## config.mk

```make
export PLATFORM = sky130hd
export DESIGN_NAME = clint
export DESIGN_NICKNAME = d
export VERILOG_FILES = /design/src/rtl/clint_pkg.sv /design/src/rtl/clint_timer.sv /design/src/rtl/clint.sv
export SDC_FILE = /design/constraint.sdc
export NUM_CORES = 1
export LEC_CHECK = 0
export CAP_MARGIN = 0
export CORE_MARGIN = 5
export CORE_UTILIZATION = 25
export CTS_BUF_LIST = sky130_fd_sc_hd__clkbuf_2 sky130_fd_sc_hd__clkbuf_4 sky130_fd_sc_hd__clkbuf_8
export CTS_CLUSTER_SIZE = 8
export DETAILED_ROUTE_END_ITERATION = 7
export GPL_TIMING_DRIVEN = 0
export MAX_ROUTING_LAYER = met4
export SYNTH_ARGS = -nofsm -noshare
export SYNTH_HDL_FRONTEND = slang
export SYNTH_SLANG_ARGS = --single-unit
export TNS_END_PERCENT = 10
```

## constraint.sdc

```tcl
create_clock -name clk -period 2.8 [get_ports clk]
set_clock_uncertainty 0.2 [all_clocks]
set_input_delay 0.42 -clock clk [delete_from_list [all_inputs] [get_ports clk]]
set_output_delay 0.42 -clock clk [all_outputs]
set_load 0.05 [all_outputs]
```

## src/rtl/clint_pkg.sv

```systemverilog
// Shared CLINT configuration: bus widths, window base, register offsets, size encodings
// and the small decode helpers used by the bus front end and the timer.
package clint_pkg;

  localparam int unsigned ADDR_WIDTH     = 32;
  localparam int unsigned SIZE_WIDTH     = 2;
  localparam int unsigned REG_DATA_WIDTH = 32;
  localparam int unsigned BUS_DATA_WIDTH = 32;

  // Base of the CLINT window; the bus strips it before offsets reach the block.
  localparam logic [ADDR_WIDTH-1:0] CLINT_ADDR = 32'h0200_0000;

  // Register byte offsets inside the window.
  localparam logic [15:0] OFF_MSIP        = 16'h0000;
  localparam logic [15:0] OFF_MTIMECMP_LO = 16'h4000;
  localparam logic [15:0] OFF_MTIMECMP_HI = 16'h4004;
  localparam logic [15:0] OFF_MTIME_LO    = 16'hBFF8;
  localparam logic [15:0] OFF_MTIME_HI    = 16'hBFFC;

  // Access size encodings; 2'b11 is reserved and treated as an illegal access.
  localparam logic [SIZE_WIDTH-1:0] SIZE_BYTE = 2'b00;
  localparam logic [SIZE_WIDTH-1:0] SIZE_HALF = 2'b01;
  localparam logic [SIZE_WIDTH-1:0] SIZE_WORD = 2'b10;

  typedef enum logic [2:0] {
    RegNone,
    RegMsip,
    RegCmpLo,
    RegCmpHi,
    RegTimeLo,
    RegTimeHi
  } reg_sel_e;

  // Map a window offset to the 32-bit register it addresses.
  function automatic reg_sel_e decode_reg(input logic [ADDR_WIDTH-1:0] addr);
    reg_sel_e sel;
    sel = RegNone;
    if (addr[ADDR_WIDTH-1:16] == '0) begin
      case (addr[15:2])
        OFF_MSIP[15:2]:        sel = RegMsip;
        OFF_MTIMECMP_LO[15:2]: sel = RegCmpLo;
        OFF_MTIMECMP_HI[15:2]: sel = RegCmpHi;
        OFF_MTIME_LO[15:2]:    sel = RegTimeLo;
        OFF_MTIME_HI[15:2]:    sel = RegTimeHi;
        default:               sel = RegNone;
      endcase
    end
    return sel;
  endfunction

  // Byte-lane enables for an access; all-zero for misaligned or reserved-size accesses.
  function automatic logic [3:0] lane_mask(input logic [SIZE_WIDTH-1:0] size,
                                           input logic [1:0]            lane);
    logic [3:0] mask;
    mask = 4'b0000;
    case (size)
      SIZE_BYTE: mask = 4'b0001 << lane;
      SIZE_HALF: mask = lane[0] ? 4'b0000 : (4'b0011 << lane);
      SIZE_WORD: mask = (lane == 2'b00) ? 4'b1111 : 4'b0000;
      default:   mask = 4'b0000;
    endcase
    return mask;
  endfunction

  // Replace the enabled bytes of old_word with the matching bytes of new_word.
  function automatic logic [31:0] merge_bytes(input logic [31:0] old_word,
                                              input logic [31:0] new_word,
                                              input logic [3:0]  be);
    logic [31:0] res;
    res = old_word;
    for (int i = 0; i < 4; i++) begin
      if (be[i]) begin
        res[i*8 +: 8] = new_word[i*8 +: 8];
      end
    end
    return res;
  endfunction

endpackage

```

## src/rtl/clint_timer.sv

```systemverilog
// CLINT timer core: prescaler, 64-bit mtime, 64-bit mtimecmp and the registered mtip compare.
module clint_timer
  import clint_pkg::*;
#(
  parameter int unsigned MTIME_DIV = 1
) (
  input  logic        i_clk,
  input  logic        i_rst_n,
  input  logic [31:0] i_wdata,
  input  logic [3:0]  i_mtime_lo_be,
  input  logic [3:0]  i_mtime_hi_be,
  input  logic [3:0]  i_cmp_lo_be,
  input  logic [3:0]  i_cmp_hi_be,
  output logic [63:0] o_mtime,
  output logic [63:0] o_mtimecmp,
  output logic        o_mtip
);

  localparam int unsigned PRESC_W = (MTIME_DIV > 1) ? $clog2(MTIME_DIV) : 1;
  localparam logic [PRESC_W-1:0] PRESC_MAX = PRESC_W'(MTIME_DIV - 1);

  logic [PRESC_W-1:0] r_presc;
  logic [PRESC_W-1:0] w_presc_d;
  logic               w_presc_wrap;
  logic [63:0]        r_mtime;
  logic [63:0]        w_mtime_d;
  logic               w_mtime_wr;
  logic [63:0]        r_mtimecmp;
  logic [63:0]        w_mtimecmp_d;
  logic               r_mtip;

  // Prescaler wrap and mtime/mtimecmp next state; a bus write to mtime suppresses that
  // cycle's increment so untouched lanes keep their pre-increment value.
  always_comb begin
    w_presc_wrap = (r_presc == PRESC_MAX);
    w_presc_d    = w_presc_wrap ? '0 : r_presc + 1'b1;
    w_mtime_wr   = |{i_mtime_lo_be, i_mtime_hi_be};
    if (w_mtime_wr) begin
      w_mtime_d = {merge_bytes(r_mtime[63:32], i_wdata, i_mtime_hi_be),
                   merge_bytes(r_mtime[31:0],  i_wdata, i_mtime_lo_be)};
    end else if (w_presc_wrap) begin
      w_mtime_d = r_mtime + 64'd1;
    end else begin
      w_mtime_d = r_mtime;
    end
    w_mtimecmp_d = {merge_bytes(r_mtimecmp[63:32], i_wdata, i_cmp_hi_be),
                    merge_bytes(r_mtimecmp[31:0],  i_wdata, i_cmp_lo_be)};
  end

  // Timer state; mtimecmp resets to all ones so no interrupt fires out of reset.
  always_ff @(posedge i_clk or negedge i_rst_n) begin
    if (!i_rst_n) begin
      r_presc    <= '0;
      r_mtime    <= '0;
      r_mtimecmp <= '1;
    end else begin
      r_presc    <= w_presc_d;
      r_mtime    <= w_mtime_d;
      r_mtimecmp <= w_mtimecmp_d;
    end
  end

  // mtip registers the compare of the current (pre-edge) register values.
  always_ff @(posedge i_clk or negedge i_rst_n) begin
    if (!i_rst_n) begin
      r_mtip <= 1'b0;
    end else begin
      r_mtip <= (r_mtime >= r_mtimecmp);
    end
  end

  assign o_mtime    = r_mtime;
  assign o_mtimecmp = r_mtimecmp;
  assign o_mtip     = r_mtip;

endmodule

```

## src/rtl/clint.sv

```systemverilog
// CLINT top: bus decode, byte-lane handling, registered read mux and the msip bit.
module clint
  import clint_pkg::*;
#(
  parameter int unsigned MTIME_DIV = 1
) (
  input  logic                      clk,
  input  logic                      rst,
  input  logic [ADDR_WIDTH-1:0]     bus_clint_read_addr,
  input  logic [ADDR_WIDTH-1:0]     bus_clint_write_addr,
  input  logic [SIZE_WIDTH-1:0]     bus_clint_read_size,
  input  logic [SIZE_WIDTH-1:0]     bus_clint_write_size,
  input  logic [REG_DATA_WIDTH-1:0] bus_clint_data,
  input  logic                      bus_clint_rd,
  input  logic                      bus_clint_wr,
  output logic [BUS_DATA_WIDTH-1:0] clint_bus_data,
  output logic                      clint_csr_msip,
  output logic                      clint_csr_mtip
);

  reg_sel_e                  w_rd_sel;
  reg_sel_e                  w_wr_sel;
  logic [3:0]                w_rd_be;
  logic [3:0]                w_rd_bytes;
  logic [31:0]               w_rd_word;
  logic [31:0]               w_rd_keep;
  logic [31:0]               w_rd_data;
  logic [3:0]                w_wr_be;
  logic [31:0]               w_wr_data;
  logic [3:0]                w_be_msip;
  logic [3:0]                w_be_cmp_lo;
  logic [3:0]                w_be_cmp_hi;
  logic [3:0]                w_be_time_lo;
  logic [3:0]                w_be_time_hi;
  logic [63:0]               w_mtime;
  logic [63:0]               w_mtimecmp;
  logic                      w_mtip;
  logic                      r_msip;
  logic [BUS_DATA_WIDTH-1:0] r_rdata;

  assign w_rd_sel = decode_reg(bus_clint_read_addr);
  assign w_rd_be  = lane_mask(bus_clint_read_size, bus_clint_read_addr[1:0]);
  assign w_wr_sel = decode_reg(bus_clint_write_addr);

  // Read mux: pick the word, shift the addressed lane down and keep only the accessed bytes.
  // An illegal access has no lane enables, so it reads as zero.
  always_comb begin
    w_rd_word = '0;
    case (w_rd_sel)
      RegMsip:   w_rd_word = {31'd0, r_msip};
      RegCmpLo:  w_rd_word = w_mtimecmp[31:0];
      RegCmpHi:  w_rd_word = w_mtimecmp[63:32];
      RegTimeLo: w_rd_word = w_mtime[31:0];
      RegTimeHi: w_rd_word = w_mtime[63:32];
      default:   w_rd_word = '0;
    endcase
    w_rd_bytes = w_rd_be >> bus_clint_read_addr[1:0];
    w_rd_keep  = '0;
    for (int i = 0; i < 4; i++) begin
      w_rd_keep[i*8 +: 8] = {8{w_rd_bytes[i]}};
    end
    w_rd_data = (w_rd_word >> {bus_clint_read_addr[1:0], 3'b000}) & w_rd_keep;
  end

  // Write decode: lane-align the right-justified data and steer byte enables to one register.
  always_comb begin
    w_wr_be      = bus_clint_wr ? lane_mask(bus_clint_write_size, bus_clint_write_addr[1:0])
                                : 4'b0000;
    w_wr_data    = 32'(bus_clint_data) << {bus_clint_write_addr[1:0], 3'b000};
    w_be_msip    = 4'b0000;
    w_be_cmp_lo  = 4'b0000;
    w_be_cmp_hi  = 4'b0000;
    w_be_time_lo = 4'b0000;
    w_be_time_hi = 4'b0000;
    case (w_wr_sel)
      RegMsip:   w_be_msip    = w_wr_be;
      RegCmpLo:  w_be_cmp_lo  = w_wr_be;
      RegCmpHi:  w_be_cmp_hi  = w_wr_be;
      RegTimeLo: w_be_time_lo = w_wr_be;
      RegTimeHi: w_be_time_hi = w_wr_be;
      default:   ;
    endcase
  end

  // msip is only bit 0 of its word; writes to the upper lanes are dropped.
  always_ff @(posedge clk or negedge rst) begin
    if (!rst) begin
      r_msip <= 1'b0;
    end else if (w_be_msip[0]) begin
      r_msip <= w_wr_data[0];
    end
  end

  // Read data is captured on the rd edge and held otherwise.
  always_ff @(posedge clk or negedge rst) begin
    if (!rst) begin
      r_rdata <= '0;
    end else if (bus_clint_rd) begin
      r_rdata <= BUS_DATA_WIDTH'(w_rd_data);
    end
  end

  clint_timer #(
    .MTIME_DIV (MTIME_DIV)
  ) u_timer (
    .i_clk         (clk),
    .i_rst_n       (rst),
    .i_wdata       (w_wr_data),
    .i_mtime_lo_be (w_be_time_lo),
    .i_mtime_hi_be (w_be_time_hi),
    .i_cmp_lo_be   (w_be_cmp_lo),
    .i_cmp_hi_be   (w_be_cmp_hi),
    .o_mtime       (w_mtime),
    .o_mtimecmp    (w_mtimecmp),
    .o_mtip        (w_mtip)
  );

  assign clint_bus_data = r_rdata;
  assign clint_csr_msip = r_msip;
  assign clint_csr_mtip = w_mtip;

endmodule

```

==> impl_results.md, run 1 <==
- CTS sink cnt: 162
- Total cell area at the placement stage: 13070 um^2
- Layout Nets: 1617
- Post-synth top area cell: dfrtp_1
- Maximum vdd ir drop: 290.0 uV
- Post-synth EDFFs: 0
- Layout cells sized above 1: 0.2053
- CTS tree: yes
- Drt pass-1 iters: 5
- Worst Path Required: 3.02 ns
- Post-DP HPWL: 33.52 mm
- Crit share post-route: 1.036
- Power per cell area: 334.5 nW/um^2
- Post-synthesis instance total: 1259
- Max Fclk: 344.8 MHz
- Post-route ant nets: 0
- Starting DRT DRC Count: 987
- RD Place Congestion: 0.9508
- Slew @ Worst Pin: 1.021 ns
- Top cell type's share of synthesized area: 0.2241
- Synth warn: 0
- Dpl cells: 1980
- Pins Over Slew Limit: 0
- Hold WC Path Type: primary input to async pin
- Synth top area cells: dfrtp_1 (22%), dfstp_2 (15%), ha_1 (7.4%)
- Worst skew pair latency: 0.49 ns
- Syn Nets: 1428
- #FFs+latches synth: 162
- Worst R2R Start: u_timer.o_mtime[23]
- Wire per inst: 21.11 um
- Num CTS Buffers: 17
- Worst setup EP type: register
- CP Data Arrival Time: 3.12 ns
- Fin cells: 2046
- Final TNS setup: -0.5740 ns
- DRC: 0
- Post-route setup slack: -0.1006 ns
- Outcome: finished, violations left
- Die area: 48070 um^2
- Leak: 6.116 nW
- Via count: 10967
- Slew HR: 0.3124
- Worst slack, placed: -1.936 ns
- GRT overflow: 0
- Critical path class: register to register
- Syn Std Cell Area: 10950 um^2
- Diode count: 0
- Syn_area_per_cell: 8.694 um^2
- Drt total wl: 43.18 mm
- Largest net degree at the start of global routing: 96
- Failing checks: negative setup slack
- Antenna violations before repair: 0
- GRT Total Usage: 0.1782
- Via density: 5.360
- Core Util, Final: 0.3343
- Setup violators final: 9
- Initial core utilization: 0.2535
- First-pass GRT wire length: 63.88 mm
- Synth cell types: 69
- # H-tree levels: 4
- Setup crit start: u_timer.o_mtime[23]
- Port bufs: 134
- Layout area overhead: 31.87%
- Vias in the first global route: 10532
- Die Wd: 219.2 um
- Clock slew at reported path FFs: 0.10 ns
- Final instance area: 14430 um^2
- Startpoint Class: register
- RSZ-0062 raised after global routing: yes
- Core Box Area: 43170 um^2
- Cell Rows: 76
- Die H: 219.2 um
- MaxCap Viol Count: 0
- Dominant synthesized flop cell: dfrtp_1
- Ports: 138
- Minimum clock period: 2.901 ns
- Post-synthesis sequential area ratio: 0.3777
- Post-synth ARST share: 1.000
- Deepest clock path buffer count: 2
- Final Hold Fails: 0
- Crit-path max FO: 5
- Root Buffer: clkbuf_8
-- cell type report --
cell class	instances	area (um^2)
clock inverter	14	190.2
tap	585	732.0
sequential	162	4163
clock buffer	18	247.7
inverter	91	341.6
fill	4563	28740
multi-input combinational	951	6782
timing repair buffer	172	1670
buffer	53	307.8
-- worst paths after layout --
| check | to | slack [ns] | cells past startpoint |
|---|---|---|---|
| hold reg to reg | clint_bus_data[23] | 0.29 | 1 |
| hold / removal | clint_bus_data[26] | 0.29 | 2 |
| min in group clk | clint_bus_data[23] | 0.29 | 1 |
| setup reg to reg | u_timer.o_mtime[34] | -0.10 | 9 |
| max in group asynchronous | u_timer.o_mtime[29] | 1.18 | 3 |
| setup / recovery | u_timer.o_mtime[34] | -0.10 | 9 |
-- worst max-delay path, stage by stage, from the launching register on --
cell and delay [ns]:
dfrtp_2 0.44, nand3_2 0.19, or3_4 0.44, or4_4 0.43
buf_6 0.14, or3_4 0.45, buf_12 0.17, nor4_2 0.23
a21oi_1 0.06, nand2_1 0.07
-- sequential cells by signal, summed over array words and instances (netlist names) --
name	count
clint_bus_data	32
clint_csr_msip	1
u_timer.o_mtime	64
u_timer.o_mtimecmp	64
u_timer.o_mtip	1
-- routing by layer --
layer  share of wire  GRT usage
met3           0.099    0.04828
met1            0.46     0.2532
met2            0.42     0.2519
met4           0.020    0.04291
met5               0          -
-- per-stage QoR --
step / total power, mW / hold WS [ns]
2_1_floorplan: 2.539 / -0.07559
3_3_place_gp: 2.850 / 0.2682
3_5_place_dp: 2.860 / 0.2181
4_1_cts: 4.828 / 0.2887
5_1_grt: 4.971 / 0.3172
6_report: 4.829 / 0.2876
-- Yosys cell counts, types with 10 or more instances --
library cell / instances
a211oi_1: 21
mux2_2: 21
and3_1: 17
clkbuf_1: 41
a22oi_1: 21
nor3_1: 29
inv_1: 90
o211ai_1: 40
nand4_1: 27
o311ai_0: 16
nor2b_1: 10
o2bb2ai_1: 14
a21oi_1: 79
nand3_1: 38
dfstp_2: 64
dfrtp_1: 98
mux2i_1: 54
nand2_1: 169
o21ai_0: 82
a21o_1: 20
nor4_1: 24
nor2_1: 74
ha_1: 65
or2_2: 10
-- what timing repair did --
action                                  CTS  global route
resized for setup                        96            78
hold buffers                              1             0
endpoints found under the setup margin  125           122
cloned                                    0             1
pin swaps                                12            20
buffers inserted                         13            21
endpoints found under the hold margin    42             0
-- report_power, final --
part	total, mW	leakage [nW]	switching (mW)	internal [mW]
combinational	0.506	3.96	0.303	0.203
sequential	2.34	1.93	0.000362	2.34
clock	1.98	0.224	1.04	0.938
total	4.83	6.12	1.34	3.48
-- placed cells by master (no fill, tap or decap), types with 23 or more instances in the layout --
master | Yosys | routed
ha_1 | 65 | 64
o21ai_0 | 82 | 71
o211ai_1 | 40 | 40
clkdlybuf4s50_1 | 0 | 132
inv_1 | 90 | 90
dfrtp_1 | 98 | 75
nand4_1 | 27 | 27
a21oi_1 | 79 | 78
dfrtp_2 | 0 | 23
buf_4 | 2 | 38
nor2_1 | 74 | 64
nand3_1 | 38 | 32
dfstp_2 | 64 | 64
mux2i_1 | 54 | 53
nand2_1 | 169 | 163
-- cell families after synthesis --
kind of cell,share of synthesized area
buf+inv,0.05338
fa+ha+maj,0.07430
xor+xnor,0.002401
compound gates,0.2204
flops,0.3777
simple gates,0.2008
mux,0.07099
Note: power is estimated with default switching activity, not from simulation.
==> run 2, diff against run 1 <==
--- a/config.mk
+++ b/config.mk
@@ -13,6 +13,7 @@
 export DETAILED_ROUTE_END_ITERATION = 7
 export GPL_TIMING_DRIVEN = 0
 export MAX_ROUTING_LAYER = met4
+export REMOVE_ABC_BUFFERS = 1
 export SYNTH_ARGS = -nofsm -noshare
 export SYNTH_HDL_FRONTEND = slang
 export SYNTH_SLANG_ARGS = --single-unit
==> run 2 against run 1 <==
  * The run still ends with negative setup slack left
  * Clock power down 6%
  * Sequential share of layout area rose by 0.45 points
  * Die area unchanged
  * Routed wire length shrank 3.6%
  * Via count decreased by 2.4%
  * Highest routed layer unchanged
==> impl_results.md, run 2 (synthesis results as in run 1) <==
- Outcome: finished, violations left
- Failing checks: negative setup slack
- RSZ-0062 raised after global routing: yes
- Worst setup EP type: register
- Layout cells sized above 1: 0.1897 (-0.01564)
- Post-route setup slack: -0.1081 ns (-0.007487 ns)
- Worst Path Required: 2.96 ns (-0.06 ns)
- RD Place Congestion: 0.9390 (-1.2%)
- Leak: 5.910 nW (-3.4%)
- Die area: 48070 um^2 (unchanged)
- CP Data Arrival Time: 3.07 ns (-0.05 ns)
- Power per cell area: 332.7 nW/um^2 (-0.54%)
- Maximum vdd ir drop: 258.5 uV (-11%)
- Crit share post-route: 1.039 (+0.002674)
- Ports: 138 (unchanged)
- Worst skew pair latency: 0.48 ns (about the same)
- Most frequent cells in the layout: nand2_1 (163), clkdlybuf4s50_1 (132), inv_1 (90), dfrtp_1 (87), a21oi_1 (78)
- Cell Rows: 76 (unchanged)
- Die H: 219.2 um (unchanged)
- Worst hold slack: 0.2572 ns (-0.03039 ns)
- MaxCap Viol Count: 0 (unchanged)
- Starting DRT DRC Count: 1012 (+2.5%)
- Setup violators final: 5 (-4)
- Root Buffer: clkbuf_8
- GRT Total Usage: 0.1733 (-0.004947)
- Crit-path max FO: 6 (+1)
- CTS sink cnt: 162 (unchanged)
- Core Util, Final: 0.3280 (-0.006289)
- Post-DP HPWL: 31.68 mm (-5.5%)
- Drt pass-1 iters: 5 (unchanged)
- Pins Over Slew Limit: 0 (unchanged)
- Layout Nets: 1574 (-2.7%)
- Max Fclk: 343.9 MHz (-0.26%)
- DRC: 0 (unchanged)
- Port bufs: 137 (+2.2%)
- # H-tree levels: 4 (unchanged)
- Largest net degree at the start of global routing: 112 (+17%)
- First-pass GRT wire length: 62.35 mm (-2.4%)
- Via count: 10709 (-2.4%)
- Antenna violations before repair: 2 (+2)
- Deepest clock path buffer count: 2 (unchanged)
- Post-route ant nets: 0 (unchanged)
- Slew HR: 0.04770 (-0.2647)
- Critical path class: register to register
- Drt total wl: 41.62 mm (-3.6%)
- Startpoint Class: register
- Die Wd: 219.2 um (unchanged)
- Num CTS Buffers: 17 (unchanged)
- GRT overflow: 0 (unchanged)
- Wire per inst: 20.76 um (-1.6%)
- Initial core utilization: 0.2535 (unchanged)
- Minimum clock period: 2.908 ns (+0.007487 ns)
- Layout area overhead: 29.39%
- Commonest non-fill, non-tap cell in the layout: nand2_1
- CTS tree: yes
- Via density: 5.341 (-0.36%)
- Final Hold Fails: 0 (unchanged)
- Core Box Area: 43170 um^2 (unchanged)
- Clock slew at reported path FFs: 0.10 ns (about the same)
- Vias in the first global route: 10235 (-2.8%)
- Hold WC Path Type: primary input to async pin
- Slew @ Worst Pin: 1.414 ns (+0.3929 ns)
[run 2: layout make-up]
cell class	count	area, um^2
diodes	2	5.005
flip-flops and latches	162	4148
well taps	585	732.0
repair buffers	181	1754
clock inverters	15	182.7
clock buffers	17	234.0
multi-input cells	952	6765
inverters	91	341.6
fillers	4564	29010
[run 2: through the flow]
| step | area, um^2 | std cells | TNS (ns) | setup slack (ns) | power, mW |
|---|---|---|---|---|---|
| after detailed placement | 12920 | 1933 | -175.51 | -2.262 | 2.857 |
| final | 14160 | 2005 | -0.3340 | -0.1081 | 4.712 |
| after CTS | 13760 | 1976 | -3.063 | -0.2180 | 4.720 |
| after global routing | 14160 | 2005 | -1.193 | -0.1584 | 4.851 |
| after floorplan | 10700 | 1204 | -23.89 | -1.036 | 2.509 |
| after global placement | 12810 | 1926 | -1140.46 | -5.891 | 2.849 |
[run 2: timing repair]
item,CTS,global route
endpoints found under the hold margin,51,0
hold buffers,1,0
setup endpoints to repair,154,143
cloned,1,0
resized for setup,75,46
buffers inserted,9,27
pin swaps,10,15
[run 2: report_power, final]
part | switching, mW | internal (mW) | total (mW)
Combinational | 0.302 | 0.198 | 0.500
Clock | 1.10 | 0.766 | 1.87
Sequential | 0.000494 | 2.34 | 2.34
[run 2: worst paths after layout]
check / end / cells after the start / slack, ns / from
max: u_timer.o_mtime[40] / 8 / -0.11 / u_timer.o_mtime[0]
min: u_timer.o_mtime[39] / 2 / 0.26 / rst
max reg2reg: u_timer.o_mtime[40] / 8 / -0.11 / u_timer.o_mtime[0]
min reg2reg: clint_bus_data[19] / 1 / 0.29 / clint_bus_data[19]
max in group asynchronous: u_timer.o_mtime[59] / 3 / 1.26 / rst
min in group clk: clint_bus_data[19] / 1 / 0.29 / clint_bus_data[19]
[run 2: metal layers]
| layer | GRT usage | vias up | wire length, um |
|---|---|---|---|
| li1 | - | 4974 | - |
| met1 | 0.2467 | 5138 | 19260 |
| met2 | 0.2453 | 542 | 17180 |
| met3 | 0.04552 | 55 | 4322 |
| met4 | 0.04229 | 0 | 856 |
| met5 | - | - | 0 |
[run 2: worst max-delay path: stages (launching register included)]
cell      delay, ns
dfrtp_2        0.42
ha_4           0.17
nand4_4        0.16
or3_4          0.38
or4_4          0.49
or3_4          0.41
nor3_2         0.30
a21o_1         0.17
o211ai_2       0.08
